`config.mk`:
```
export PLATFORM = sky130hd
export DESIGN_NAME = uart_rx
export DESIGN_NICKNAME = d
export VERILOG_FILES = /design/src/rtl/uart_rx.sv
export SDC_FILE = /design/constraint.sdc
export NUM_CORES = 1
export LEC_CHECK = 0
export CORE_ASPECT_RATIO = 0.6
export CORE_UTILIZATION = 30
export CTS_CLUSTER_DIAMETER = 80
export CTS_CLUSTER_SIZE = 14
export DETAILED_ROUTE_END_ITERATION = 10
export GPL_TIMING_DRIVEN = 1
export PLACE_DENSITY_LB_ADDON = 0.08
export SLEW_MARGIN = 15
export SYNTH_ARGS = -nofsm -noshare
export SYNTH_HDL_FRONTEND = slang
export SYNTH_SLANG_ARGS = --single-unit
```
`constraint.sdc`:
```
create_clock -name clk -period 1.9 [get_ports clk]
set_input_delay 0.38 -clock clk [delete_from_list [all_inputs] [get_ports clk]]
set_output_delay 0.38 -clock clk [all_outputs]
set_load 0.02 [all_outputs]
```
`src/rtl/uart_rx.sv`:
```
// UART receiver: two-flop synchronised serial line, mid-bit sampling with parity and stop
// checks, and a single-word valid/ready output register that carries per-word error flags.
module uart_rx #(
  parameter int DATA_BITS   = 8,
  parameter int BAUD_RATE   = 9600,
  parameter int SYS_CLK     = 100_000_000,
  parameter int STOP_BITS   = 1,
  parameter bit HAS_PARITY  = 1'b1,
  parameter bit PARITY_EVEN = 1'b1
) (
  input  logic                 clk,
  input  logic                 reset,
  input  logic                 sig,
  output logic [DATA_BITS-1:0] data,
  output logic                 valid,
  input  logic                 ready,
  output logic                 parity_err,
  output logic                 frame_err,
  output logic                 overrun
);

  localparam int CLKS_PER_BIT = SYS_CLK / BAUD_RATE;
  localparam int HALF         = CLKS_PER_BIT / 2;
  localparam int CNT_W        = (CLKS_PER_BIT > 2) ? $clog2(CLKS_PER_BIT) : 1;
  localparam int BITS_MAX     = (DATA_BITS > STOP_BITS) ? DATA_BITS : STOP_BITS;
  localparam int BIT_W        = $clog2(BITS_MAX + 1);

  localparam logic [CNT_W-1:0] CNT_HALF  = CNT_W'(HALF - 1);
  localparam logic [CNT_W-1:0] CNT_FULL  = CNT_W'(CLKS_PER_BIT - 1);
  localparam logic [BIT_W-1:0] LAST_DATA = BIT_W'(DATA_BITS - 1);
  localparam logic [BIT_W-1:0] LAST_STOP = BIT_W'(STOP_BITS - 1);

  typedef enum logic [2:0] {
    S_IDLE,
    S_START,
    S_DATA,
    S_PARITY,
    S_STOP,
    S_DONE,
    S_WAIT_IDLE
  } state_e;

  logic                 sync1_q;
  logic                 sync2_q;
  logic                 sig_s;

  state_e               state_q,      state_d;
  logic [CNT_W-1:0]     cnt_q,        cnt_d;
  logic [BIT_W-1:0]     bit_q,        bit_d;
  logic [DATA_BITS-1:0] shift_q,      shift_d;
  logic                 par_err_n_q,  par_err_n_d;
  logic                 frm_err_n_q,  frm_err_n_d;
  logic [DATA_BITS-1:0] data_q,       data_d;
  logic                 valid_q,      valid_d;
  logic                 parity_err_q, parity_err_d;
  logic                 frame_err_q,  frame_err_d;
  logic                 overrun_q,    overrun_d;

  assign sig_s = sync2_q;

  always_comb begin
    // NOTE: every variable written here gets a default first, so no path can infer a latch.
    state_d      = state_q;
    cnt_d        = cnt_q + 1'b1;
    bit_d        = bit_q;
    shift_d      = shift_q;
    par_err_n_d  = par_err_n_q;
    frm_err_n_d  = frm_err_n_q;
    data_d       = data_q;
    valid_d      = valid_q;
    parity_err_d = parity_err_q;
    frame_err_d  = frame_err_q;
    overrun_d    = 1'b0;

    // Consumption drops the word and its flags; a delivery in DONE below overrides this.
    if (valid_q && ready) begin
      valid_d      = 1'b0;
      parity_err_d = 1'b0;
      frame_err_d  = 1'b0;
    end

    unique case (state_q)
      S_IDLE: begin
        cnt_d = '0;
        bit_d = '0;
        if (!sig_s) begin
          state_d = S_START;
        end
      end

      S_START: begin
        if (cnt_q == CNT_HALF) begin
          cnt_d = '0;
          bit_d = '0;
          if (sig_s) begin
            state_d = S_IDLE;
          end else begin
            state_d     = S_DATA;
            par_err_n_d = 1'b0;
            frm_err_n_d = 1'b0;
          end
        end
      end

      S_DATA: begin
        if (cnt_q == CNT_FULL) begin
          cnt_d   = '0;
          shift_d = {sig_s, shift_q[DATA_BITS-1:1]};
          if (bit_q == LAST_DATA) begin
            bit_d = '0;
            if (HAS_PARITY) begin
              state_d = S_PARITY;
            end else begin
              state_d = S_STOP;
            end
          end else begin
            bit_d = bit_q + 1'b1;
          end
        end
      end

      S_PARITY: begin
        if (cnt_q == CNT_FULL) begin
          cnt_d       = '0;
          bit_d       = '0;
          state_d     = S_STOP;
          par_err_n_d = sig_s ^ (^shift_q) ^ !PARITY_EVEN;
        end
      end

      S_STOP: begin
        if (cnt_q == CNT_FULL) begin
          cnt_d = '0;
          if (!sig_s) begin
            frm_err_n_d = 1'b1;
          end
          if (bit_q == LAST_STOP) begin
            bit_d   = '0;
            state_d = S_DONE;
          end else begin
            bit_d = bit_q + 1'b1;
          end
        end
      end

      S_DONE: begin
        cnt_d = '0;
        if (!valid_q || ready) begin
          data_d       = shift_q;
          parity_err_d = par_err_n_q;
          frame_err_d  = frm_err_n_q;
          valid_d      = 1'b1;
        end else begin
          overrun_d = 1'b1;
        end
        // A line still low here is a break; wait for it to release before hunting a start.
        if (sig_s) begin
          state_d = S_IDLE;
        end else begin
          state_d = S_WAIT_IDLE;
        end
      end

      S_WAIT_IDLE: begin
        cnt_d = '0;
        if (sig_s) begin
          state_d = S_IDLE;
        end
      end

      default: begin
        cnt_d   = '0;
        state_d = S_IDLE;
      end
    endcase
  end

  // NOTE: non-blocking assignments throughout, so every flop samples pre-edge values.
  always_ff @(posedge clk) begin
    if (reset) begin
      sync1_q      <= 1'b1;
      sync2_q      <= 1'b1;
      state_q      <= S_IDLE;
      cnt_q        <= '0;
      bit_q        <= '0;
      // NOTE: shift register and held word are cleared too, so data reads 0 after reset.
      shift_q      <= '0;
      par_err_n_q  <= 1'b0;
      frm_err_n_q  <= 1'b0;
      data_q       <= '0;
      valid_q      <= 1'b0;
      parity_err_q <= 1'b0;
      frame_err_q  <= 1'b0;
      overrun_q    <= 1'b0;
    end else begin
      sync1_q      <= sig;
      sync2_q      <= sync1_q;
      state_q      <= state_d;
      cnt_q        <= cnt_d;
      bit_q        <= bit_d;
      shift_q      <= shift_d;
      par_err_n_q  <= par_err_n_d;
      frm_err_n_q  <= frm_err_n_d;
      data_q       <= data_d;
      valid_q      <= valid_d;
      parity_err_q <= parity_err_d;
      frame_err_q  <= frame_err_d;
      overrun_q    <= overrun_d;
    end
  end

  assign data       = data_q;
  assign valid      = valid_q;
  assign parity_err = parity_err_q;
  assign frame_err  = frame_err_q;
  assign overrun    = overrun_q;

endmodule

```
# [After elaboration in Yosys (flattened, before gate mapping)]
# Cells that the tools add are included.
[op_classes] n_mux=38 div=0 eq_ne=19 shifts=0 multipliers=0 addsub=2 n_lt_le_gt_ge=0 bitwise=2 reduce_logical=17
[op_table] operator="14-bit two-way mux" count=2
[op_table] operator="14-bit case mux with 2 select lines" count=1
[op_table] operator="3-bit two-way mux" count=9
[op_table] operator="4-bit two-way mux" count=6
[op_table] operator="3-bit case mux with 7 select lines" count=1
[op_table] operator="2-bit inequality test, second input constant" count=10
[op_table] operator="4-bit case mux with 5 select lines" count=1
[op_table] operator="1-bit two-way mux" count=15
[op_table] operator="14-bit by 1-bit adder with 14-bit output, second input constant" count=1
[op_table] operator="14-bit by 13-bit == test with 1-bit output, second input constant" count=1
[op_table] operator="14-bit == test, second input constant" count=1
[op_table] operator="5-bit AND reduction" count=2
[op_table] operator="3-bit == test, second input constant" count=3
[op_table] operator="8-bit AND reduction" count=1
[op_table] operator="8-bit XOR reduction" count=1
[op_table] operator="3-bit by 2-bit == test with 1-bit output, second input constant" count=2
[op_table] operator="5-bit nonzero test" count=1
[op_table] operator="4-bit by 1-bit adder with 4-bit output, second input constant" count=1
[op_table] operator="4-bit by 3-bit == test with 1-bit output, second input constant" count=1
[op_table] operator="4-bit logical NOT" count=1
[op_table] operator="1-bit case mux with 2 select lines" count=2
[op_table] operator="2-bit AND reduction" count=2
[op_table] operator="4-bit AND reduction" count=1
[op_table] operator="2-bit nonzero test" count=2
[op_table] operator="other kinds (10)" count=10
[word_totals] n_memories=0 elab_cells=91 latchBits=0 rom_bits=0 ramBits=0 regBits=45 inputBits=4 output_inout_bits=12

# [Depth between registers and ports, before layout]
# Gate-level depths: netlist of the first run.
[logic_depth] word_depth=4 mapped_depth=7 mapped_depth_nobuf=7

# [Worst setup path before layout of the first run]
# Ideal clock, no wire load.
[synth_timing] path_type="reg2reg" start="reg cnt_q[0]" end="reg cnt_q[9]" t_required_ns=1.836 path_buffers=1 setup_time_ns=0.064 arrival_ns=1.900 stages_incl_launch_ff=8 setup_slack_ns=-0.064 synth_period_minus_slack_ns=1.964 path_cell_list="dfxtp_1 > ha_1 > and4_1 > and4_2 > or4b_1 > o311a_1 > buf_2 > nor2_1"
[synth_between] elab_chain_len=3 word_cells_on_any_way=6 cone_classes="1 x add/sub; 2 x eq/ne; 3 x mux"
[synth_rtl] item="from (decl)" line="48" source="logic [CNT_W-1:0] cnt_q, cnt_d;"
[synth_rtl] item="from (signal assigned)" line="199" source="cnt_q <= cnt_d;"
[synth_rtl] item="14-bit by 1-bit adder with 14-bit output (tied with other cells)" line="64" source="cnt_d = cnt_q + 1'b1;"
[synth_rtl] item="14-bit two-way mux, on equally long branches"
[synth_rtl] item="14-bit case mux with 2 select lines (*)" line="82" source="unique case (state_q)"
# Mark *: on every way between the ends. The rest lies on a longest branch, timed or not.
# A chain may end at the register's enable or synchronous reset.

# [Final worst setup path of the first run]
[layout_timing] start="reg cnt_q[1]" end="reg cnt_q[0]"
[layout_between] elab_chain_len=3 word_cells_on_any_way=5 cone_classes="2 x eq/ne; 3 x mux"
[layout_rtl] item="14-bit == test / 14-bit by 13-bit == test with 1-bit output (equally long branches)"
[layout_rtl] item="14-bit two-way mux, on equally long branches"
[layout_rtl] item="14-bit case mux with 2 select lines (*)" line="82"
# Marked as above.

==> out/metrics.yaml, run 1 <==
die:
  die_area_mm2: 0.007626
  io_pins: 16
  die_h_um: 68.05
  core-area_mm2: 0.006849
  initial_core_util: 0.3184
  std_cell_rows: 23
  fp.dieW_um: 112.1
sta:
  slew_headroom: 0.7432
  fin_crit_sh: 1.003
  worstMarginPinSlew_ns: 0.3847
  layout_min_cycle_time_ns: 1.905
  fin_skew_ns: 0.005423
  finalHoldViolCount: 0
  slew_violations: 0
  rsz0062_at_grt: "true"
  timing.fmax_ghz: 0.5249
  setup_ws_ns: -0.005109
  finalSetupViolations: 1
final_layout:
  postLayoutCellArea_mm2: 0.002950
  syn_to_final_growth_pct: 35.28
  fillers: 676
  final_layout_size_suffix_gt1_frac: 0.2447
  fin_nets: 289
  instances_no_fill: 369
  num_antenna_cells: 0
drt:
  wirelength_um: 5320
  drt-wirelength-per-cell_um: 14.42
  drcViolationCount: 1
  dr.pass1.iters: 7
  vias_per_cell: 4.900
  first_iter_violations: 102
  drtAntennaViolNets: 0
  vias: 1808
power:
  irDropWorstVdd_mv: 0.2467
  total_power_mw: 1.997
  p_per_area_mw_per_mm2: 676.9
  p_leak_nw: 1.082
global_route:
  grt_start_max_net_pins: 19
  grt_pass1_vias: 1604
  grt_remaining_overflow: 0
  grt_usage: 0.1496
  antenna_found_initial: 0
  grt_pass1_wl_um: 8597
logic_synthesis:
  seq_area_frac_synth: 0.4131
  synthArstFlopShare: 0
  ys_types: 46
  dominantRegCellSynth: "dfxtp_1"
  synthCells: 239
  synth_top_area_share: 0.4131
  synth.net_count: 246
  avgSynthCellArea_um2: 9.125
  synth_area_mm2: 0.002181
  yosys_register_bits: 45
  synth_area_leaders: "dfxtp_1 (41%), mux2i_1 (7.8%), nor2_1 (7.1%)"
  synth_edf_count: 0
  synth_top_cell_by_area: "dfxtp_1"
  yosysWarnings: 0
cts:
  cts_sinks: 45
  clk_pin_slew_ns: 0.06
  cts_tree: "built"
  cts_buffers: 5
  cts_buffer_depth: 2
  cts-root-buf: "clkbuf_16"
  cts.hold.buffers_added: 0
  htree_num_levels: 2
  clock_latency_ns: 0.29
worst_setup_path:
  crit_fanout: 7
  worstPathCellList: "ha_2 > and4_4 > and4_2 > or4b_4 > o311a_4 > clkbuf_16 > nor2_1"
  worst-path-buf-inv: 1
  critPathMaxStageDelay_ns: 0.48
  cp_top_family: "simple AND/OR/NAND/NOR gates"
  critical_path_arrival_ns: 2.12
  critical_path.slowest_cell: "or4b_4"
  worst_setup_path_end_kind: "flop"
  critPathRequiredTime_ns: 2.11
  worst_setup_path_start_kind: "flop"
  worst-setup-path-type: "flop to flop"
outcome:
  status: "complete, but fails checks"
  violations: "design-rule violations, negative setup slack"
place:
  gp_congestion: 0.7853
  port_buffers: 15
  dpl.cell_count: 360
  dpl_cell_area_mm2: 0.002693
  dp_hpwl_um: 3805
job:
  cap_violations: 0
min_path:
  hp-class: "flop to flop"
-- through the flow --
stage	hold slack [ns]	util	worst slack (ns)	TNS, ns
after CTS	0.4144	0.4169	0.01163	0
after global routing	0.4301	0.4308	-0.04152	-0.2895
final	0.4103	0.4308	-0.005109	-0.005109
after floorplan	0.3895	-	0.0005241	0
after detailed placement	0.3988	0.3931	-0.01665	-0.01995
after global placement	0.4008	0.3931	0.008702	0
-- final timing paths --
kind         slack (ns)       end     start  depth (start not counted)
max reg2reg      -0.005  cnt_q[0]  cnt_q[1]                          7
min                0.41     sig_s   sync1_q                          1
min reg2reg        0.41     sig_s   sync1_q                          1
max              -0.005  cnt_q[0]  cnt_q[1]                          7
-- cell type report --
| type | count | area [µm²] | share of cell area |
|---|---|---|---|
| multi-input combinational | 175 | 1265 | 0.4288 |
| sequential | 45 | 908.4 | 0.3079 |
| timing repair buffer | 49 | 485.5 | 0.1645 |
| clock buffer | 5 | 125.1 | 0.04241 |
| tap | 87 | 108.9 | 0.03690 |
| clock inverter | 2 | 35.03 | 0.01187 |
| inverter | 6 | 22.52 | 0.007634 |
-- layout by cell type (no fill, tap or decap), types with 3 or more instances in the layout --
master | synthesis | final
dfxtp_2 | 0 | 3
o41ai_1 | 3 | 3
dfxtp_1 | 45 | 41
nand4_1 | 3 | 3
and4_1 | 4 | 3
nor3_1 | 5 | 5
nor2b_1 | 3 | 3
xnor2_1 | 7 | 7
nand2b_1 | 6 | 6
nor2_1 | 41 | 33
inv_1 | 6 | 6
clkdlybuf4s50_1 | 0 | 15
clkbuf_16 | 0 | 6
nor2_2 | 0 | 7
buf_12 | 0 | 5
xor2_1 | 11 | 11
a21oi_1 | 9 | 9
o21ai_0 | 6 | 6
mux2i_1 | 17 | 16
a22oi_1 | 3 | 3
buf_4 | 0 | 28
nand3_1 | 11 | 11
nand2_1 | 8 | 8
-- Yosys cell counts (all sizes together), types with 2 or more instances --
library cell and instances:
nor2b 3, nand2 8, a31oi 2, nand2b 6, nor3b 2, nand4 4
ha 3, a22oi 3, xnor2 7, and3 3, and4 6, nand3 11
o21ai 6, a21oi 9, dfxtp 45, or2 2, buf 4, a41oi 2
nor2 41, clkbuf 9, nor4b 2, or3 3, a211oi 2, o41ai 3
inv 6, xor2 11, mux2i 17, nor3 6
-- report_power, final --
part | leakage [nW] | switching [mW] | internal, mW
combinational | 0.637 | 0.0410 | 0.0362
sequential | 0.365 | 0.00684 | 0.946
clock | 0.0797 | 0.356 | 0.611
total | 1.08 | 0.404 | 1.59
-- layer usage --
metal  up-vias  routed length [µm]  global-route usage  part of all wire
met5         -                   0                   0                 0
met4         0                  54             0.04000             0.010
met3         7                 243             0.03986             0.046
met2        32                1714              0.1747              0.32
met1       836                3307              0.2460              0.62
li1        933                   -                   -                 -
-- repair_timing --
action,4_1_cts,5_1_grt
pin swaps,0,7
setup buffers,0,1
endpoints found under the setup margin,5,26
gates cloned,0,1
resized for setup,1,20
-- registers in the layout, summed over array words and instances (netlist names) --
register and count:
sig_s 1, data 8, bit_q 4, frm_err_n_q 1, valid 1, shift_q 8
parity_err 1, cnt_q 14, par_err_n_q 1, sync1_q 1, state_q 3, frame_err 1
overrun 1
-- kinds of logic after synthesis --
| group | count (synthesis) | synth area share |
|---|---|---|
| fa+ha+maj | 3 | 0.01721 |
| flops | 45 | 0.4131 |
| buf+inv | 19 | 0.03442 |
| simple gates | 102 | 0.2685 |
| mux | 18 | 0.08319 |
| compound gates | 33 | 0.1010 |
| xor+xnor | 19 | 0.08261 |
Power figures use the tool's default switching activity.
==> run 2, diff against run 1 <==
CORE_UTILIZATION = 34   (was 30)
==> run 2 against run 1 <==
Compared with the run above:
- the run now ends clean
- critical path depth did not move
- power fell by 13%
- sequential cell count did not move
- register-to-register slack improved by 0.08 ns
- via count fell by 1.7%
- die area fell by 11%
- highest routed layer unchanged
- count of clock-buffer cells in the layout did not move
- combinational power fell by 2%
- final cell count fell by 1.6%
- worst hold slack improved by 0.010 ns
- largest cell class unchanged
- setup slack improved by 0.080 ns
- maximum frequency rose by 4.4%
- critical endpoint is now cnt_q[7]
==> out/metrics.yaml, run 2 (synthesized netlist as in run 1, its figures left out) <==
drt:
  drt-wirelength-per-cell_um: 13.45
  drtAntennaViolNets: 0
  wirelength_um: 4882
  vias: 1777
  vias_per_cell: 4.895
  first_iter_violations: 63
  dr.pass1.iters: 4
  drcViolationCount: 0
die:
  die_area_mm2: 0.006749
  initial_core_util: 0.3553
  std_cell_rows: 22
  fp.dieW_um: 105.4
  io_pins: 16
  die_h_um: 64.04
  core-area_mm2: 0.006138
power:
  total_power_mw: 1.729
  p_leak_nw: 1.046
  p_per_area_mw_per_mm2: 605.0
  irDropWorstVdd_mv: 0.3895
place:
  port_buffers: 15
  pre_cts_slack_ns: 0.01013
  dp_hpwl_um: 3555
  gp_congestion: 0.8041
  dpl.cell_count: 354
sta:
  finalSetupViolations: 0
  fin_skew_ns: 0.002607
  setup_ws_ns: 0.07447
  holdWs_ns: 0.4202
  timing.fmax_ghz: 0.5478
  worstMarginPinSlew_ns: 0.4079
  fin_crit_sh: 0.9608
  slew_headroom: 0.7277
  finalHoldViolCount: 0
  layout_min_cycle_time_ns: 1.826
  slew_violations: 0
worst_setup_path:
  worst_setup_path_start_kind: "flop"
  worst-path-buf-inv: 1
  worst-setup-path-type: "flop to flop"
  crit_fanout: 7
  worst_setup_path_end_kind: "flop"
  worstPathCellList: "ha_4 > and4_4 > and4_4 > or4b_4 > o311a_4 > clkbuf_16 > nor2_1"
  cp_top_family: "simple AND/OR/NAND/NOR gates"
  cp_common_cell: "and4_4"
  critPathRequiredTime_ns: 2.14
  critical_path_arrival_ns: 2.06
  critical_path.slowest_cell: "or4b_4"
  critPathMaxStageDelay_ns: 0.48
job:
  cap_violations: 0
final_layout:
  num_antenna_cells: 0
  final_cell_mix: "dfxtp_1 (40), nor2_1 (39), buf_4 (26)"
  final_common_cell: "dfxtp_1"
  largest_reg_flops: 14
  final_layout_size_suffix_gt1_frac: 0.2222
  fin_nets: 286
  syn_to_final_growth_pct: 31.04
  top_register: "cnt_q"
  fillers: 605
  instances_no_fill: 363
cts:
  cts_buffer_depth: 2
  clock_latency_ns: 0.29
  clk_pin_slew_ns: 0.08
  cts_tree: "built"
  htree_num_levels: 2
  cts_buffers: 5
  cts_sinks: 45
  cts-root-buf: "clkbuf_8"
  cts.hold.buffers_added: 0
global_route:
  grt_start_max_net_pins: 19
  grt_pass1_vias: 1600
  grt_remaining_overflow: 0
  grt_usage: 0.1541
  grt_pass1_wl_um: 8093
  antenna_found_initial: 0
min_path:
  hp-class: "flop to flop"
outcome:
  status: "finished clean"
==> run 2: cell count changes in the layout (fill, tap and decap cells not counted), moves of 2 or more <==
cell       previous run  this run
clkbuf_16             6         1
nor2_1               33        39
clkbuf_8              0         5
nor3b_1               2         0
nor2_2                7         2
dfxtp_2               3         5
buf_4                28        26
==> run 2: timing repair <==
action                     in CTS  in global routing
setup buffers                   0                  1
gates resized for setup         1                 16
hold endpoints to repair        0                  0
setup endpoints to repair      10                 17
gates cloned                    0                  1
pin swaps                       0                  6
==> run 2: worst paths after layout <==
check	startpoint	endpoint	slack, ns	cells past startpoint
max	cnt_q[1]	cnt_q[7]	0.07	7
min	sync1_q	sig_s	0.42	1
max reg2reg	cnt_q[1]	cnt_q[7]	0.07	7
min reg2reg	sync1_q	sig_s	0.42	1
==> run 2: per-layer routing <==
layer / track usage / vias to the layer above / routed length [µm]
li1: - / 925 / -
met1: 0.2578 / 817 / 3071
met2: 0.1809 / 30 / 1600
met3: 0.03673 / 5 / 171
met4: 0.04225 / 0 / 39
met5: 0 / - / 0
==> run 2: stage by stage <==
stage	setup TNS (ns)	util	area, µm²
6_report	0	0.4656	2858
5_1_grt	-0.01347	0.4656	2858
4_1_cts	0	0.4497	2760
3_5_place_dp	0	0.4323	2654
3_3_place_gp	0	0.4323	2654
2_1_floorplan	0	-	2183
==> run 2: worst register-to-register path, stage by stage (launching register included) <==
cell,delay [ns]
dfxtp_2,0.34
ha_4,0.16
and4_4,0.20
and4_4,0.17
or4b_4,0.48
o311a_4,0.15
clkbuf_16,0.17
nor2_1,0.10
==> run 2: final cells by class <==
| class | instances | area, µm² | share of cell area |
|---|---|---|---|
| multi-input cells | 175 | 1269 | 0.4440 |
| clock buffers | 5 | 68.82 | 0.02408 |
| clock inverters | 2 | 35.03 | 0.01226 |
| well taps | 84 | 105.1 | 0.03678 |
| flip-flops and latches | 45 | 907.1 | 0.3174 |
| repair buffers | 46 | 450.4 | 0.1576 |
| inverters | 6 | 22.52 | 0.007881 |
==> run 2: power by group <==
group | total (mW) | internal, mW | leakage (nW) | switching [mW]
Sequential | 0.951 | 0.946 | 0.365 | 0.00544
Clock | 0.702 | 0.383 | 0.0540 | 0.320
Combinational | 0.0755 | 0.0359 | 0.627 | 0.0395
Total | 1.73 | 1.36 | 1.05 | 0.365
==> run 3, diff against run 2 <==
CORE_ASPECT_RATIO = 1.5   (was 0.6)
SKIP_LAST_GASP = 1   (was unset)
==> run 3 against run 2 <==
Compared with the run above:
- sequential power barely moved
- global-route usage rose by 0.75 points
- final area fell by 1.6%
- setup slack got worse by 0.013 ns
- power rose by 0.60%
- count of clock-buffer cells in the layout did not move
- die area barely moved
==> out/metrics.yaml, run 3 (synthesized netlist as in run 1, its figures left out) <==
final_layout:
  fillers: 595
  postLayoutCellArea_mm2: 0.002811
  fin_nets: 286
  syn_to_final_growth_pct: 28.92
  largest_reg_flops: 14
  num_antenna_cells: 0
  top_register: "cnt_q"
  final_util: 0.4553
  final_cell_mix: "nor2_1 (41), dfxtp_1 (41), buf_4 (27)"
  final_layout_size_suffix_gt1_frac: 0.2007
drt:
  dr.pass1.iters: 4
  vias_per_cell: 5.062
  drcViolationCount: 0
  drtAntennaViolNets: 0
  drt-wirelength-per-cell_um: 13.86
  first_iter_violations: 41
  vias: 1787
  wirelength_um: 4893
global_route:
  grt_remaining_overflow: 0
  antenna_found_initial: 0
  grt_pass1_wl_um: 8197
  grt_usage: 0.1616
  grt_pass1_vias: 1706
  grt_start_max_net_pins: 19
outcome:
  status: "finished clean"
die:
  initial_core_util: 0.3532
  io_pins: 16
  std_cell_rows: 35
  core-area_mm2: 0.006175
  die_h_um: 100.1
  die_area_mm2: 0.006745
  fp.dieW_um: 67.39
worst_setup_path:
  worst_setup_path_start_kind: "flop"
  r2r_start: "cnt_q[0]"
  worst-setup-path-type: "flop to flop"
  r2r_setup_slack_ns: 0.06
  critical_path_arrival_ns: 2.04
  worst_setup_path_end_kind: "flop"
  critPathRequiredTime_ns: 2.10
  r2r-end: "state_q[0]"
  r2r_cells: 7
  crit_fanout: 4
sta:
  layout_min_cycle_time_ns: 1.839
  finalSetupViolations: 0
  timing.fmax_ghz: 0.5438
  worstMarginPinSlew_ns: 0.4088
  holdWs_ns: 0.4190
  slew_violations: 0
  slew_headroom: 0.7246
  fin_skew_ns: 0.005917
  rsz0062_at_grt: "false"
  fin_crit_sh: 0.9678
  finalHoldViolCount: 0
power:
  p_per_area_mw_per_mm2: 618.7
  total_power_mw: 1.739
  irDropWorstVdd_mv: 0.4000
  p_leak_nw: 1.028
cts:
  clock_latency_ns: 0.30
  clk_pin_slew_ns: 0.09
  htree_num_levels: 2
  cts_sinks: 45
  cts_tree: "built"
  cts_buffers: 5
  cts_buffer_depth: 2
  cts.hold.buffers_added: 0
  cts-root-buf: "clkbuf_8"
min_path:
  min_delay_path_depth: 1
  min-delay-start: "sync1_q"
  hold_path_end: "sig_s"
  hp-class: "flop to flop"
place:
  dpl_cell_area_mm2: 0.002621
  port_buffers: 15
  gp_congestion: 0.7648
  dp_hpwl_um: 3534
job:
  cap_violations: 0
-- run 3: stage by stage --
stage | setup slack (ns) | cells | setup TNS, ns
floorplan | 0.0005241 | 239 | 0
global placement | 0.01065 | 343 | 0
detailed placement | -0.03778 | 343 | -0.3470
CTS | 0.001854 | 352 | 0
global route | 0.001315 | 353 | 0
finish | 0.06124 | 353 | 0
-- run 3: layout make-up --
class,instances,area [µm²],share of cell area
well taps,74,92.59,0.03293
clock buffers,5,68.82,0.02448
clock inverters,2,35.03,0.01246
repair buffers,46,440.4,0.1567
flip-flops and latches,45,908.4,0.3231
multi-input cells,175,1244,0.4424
inverters,6,22.52,0.008011
-- run 3: worst max-delay path, stage by stage (launching register included) --
cell      delay [ns]
dfxtp_2         0.34
ha_4            0.17
and4_2          0.25
nand4_1         0.17
buf_4           0.15
nor2_1          0.03
or3_1           0.30
a221oi_1        0.33
-- run 3: worst max-delay path by stage --
stage,start,to,slack [ns],cells after the start
after floorplan,cnt_q[0],cnt_q[9],0.0005,7
after global placement,cnt_q[0],cnt_q[8],0.01,7
after detailed placement,cnt_q[0],cnt_q[4],-0.04,7
after CTS,cnt_q[0],cnt_q[4],0.002,7
after global routing,cnt_q[0],cnt_q[3],0.001,7
final,cnt_q[0],state_q[0],0.06,7
-- run 3: per-layer routing --
metal  global-route usage  wire length (µm)  vias up
li1                     -                 -      925
met1               0.1830              2072      826
met2               0.2831              2521       22
met3              0.03295               126       14
met4              0.07038               174        0
met5                    0                 0        -
-- run 3: what timing repair did --
action                     in CTS  in global routing
setup endpoints to repair      16                 25
pin swaps                       2                  2
setup buffers                   1                  1
gates cloned                    1                  0
resized for setup               7                  6
-- run 3: report_power, final --
group          internal [mW]  total, mW  switching (mW)  leakage (nW)
Combinational         0.0366     0.0774          0.0408         0.609
Sequential             0.945      0.948         0.00379         0.365
Clock                  0.383      0.713           0.331        0.0540
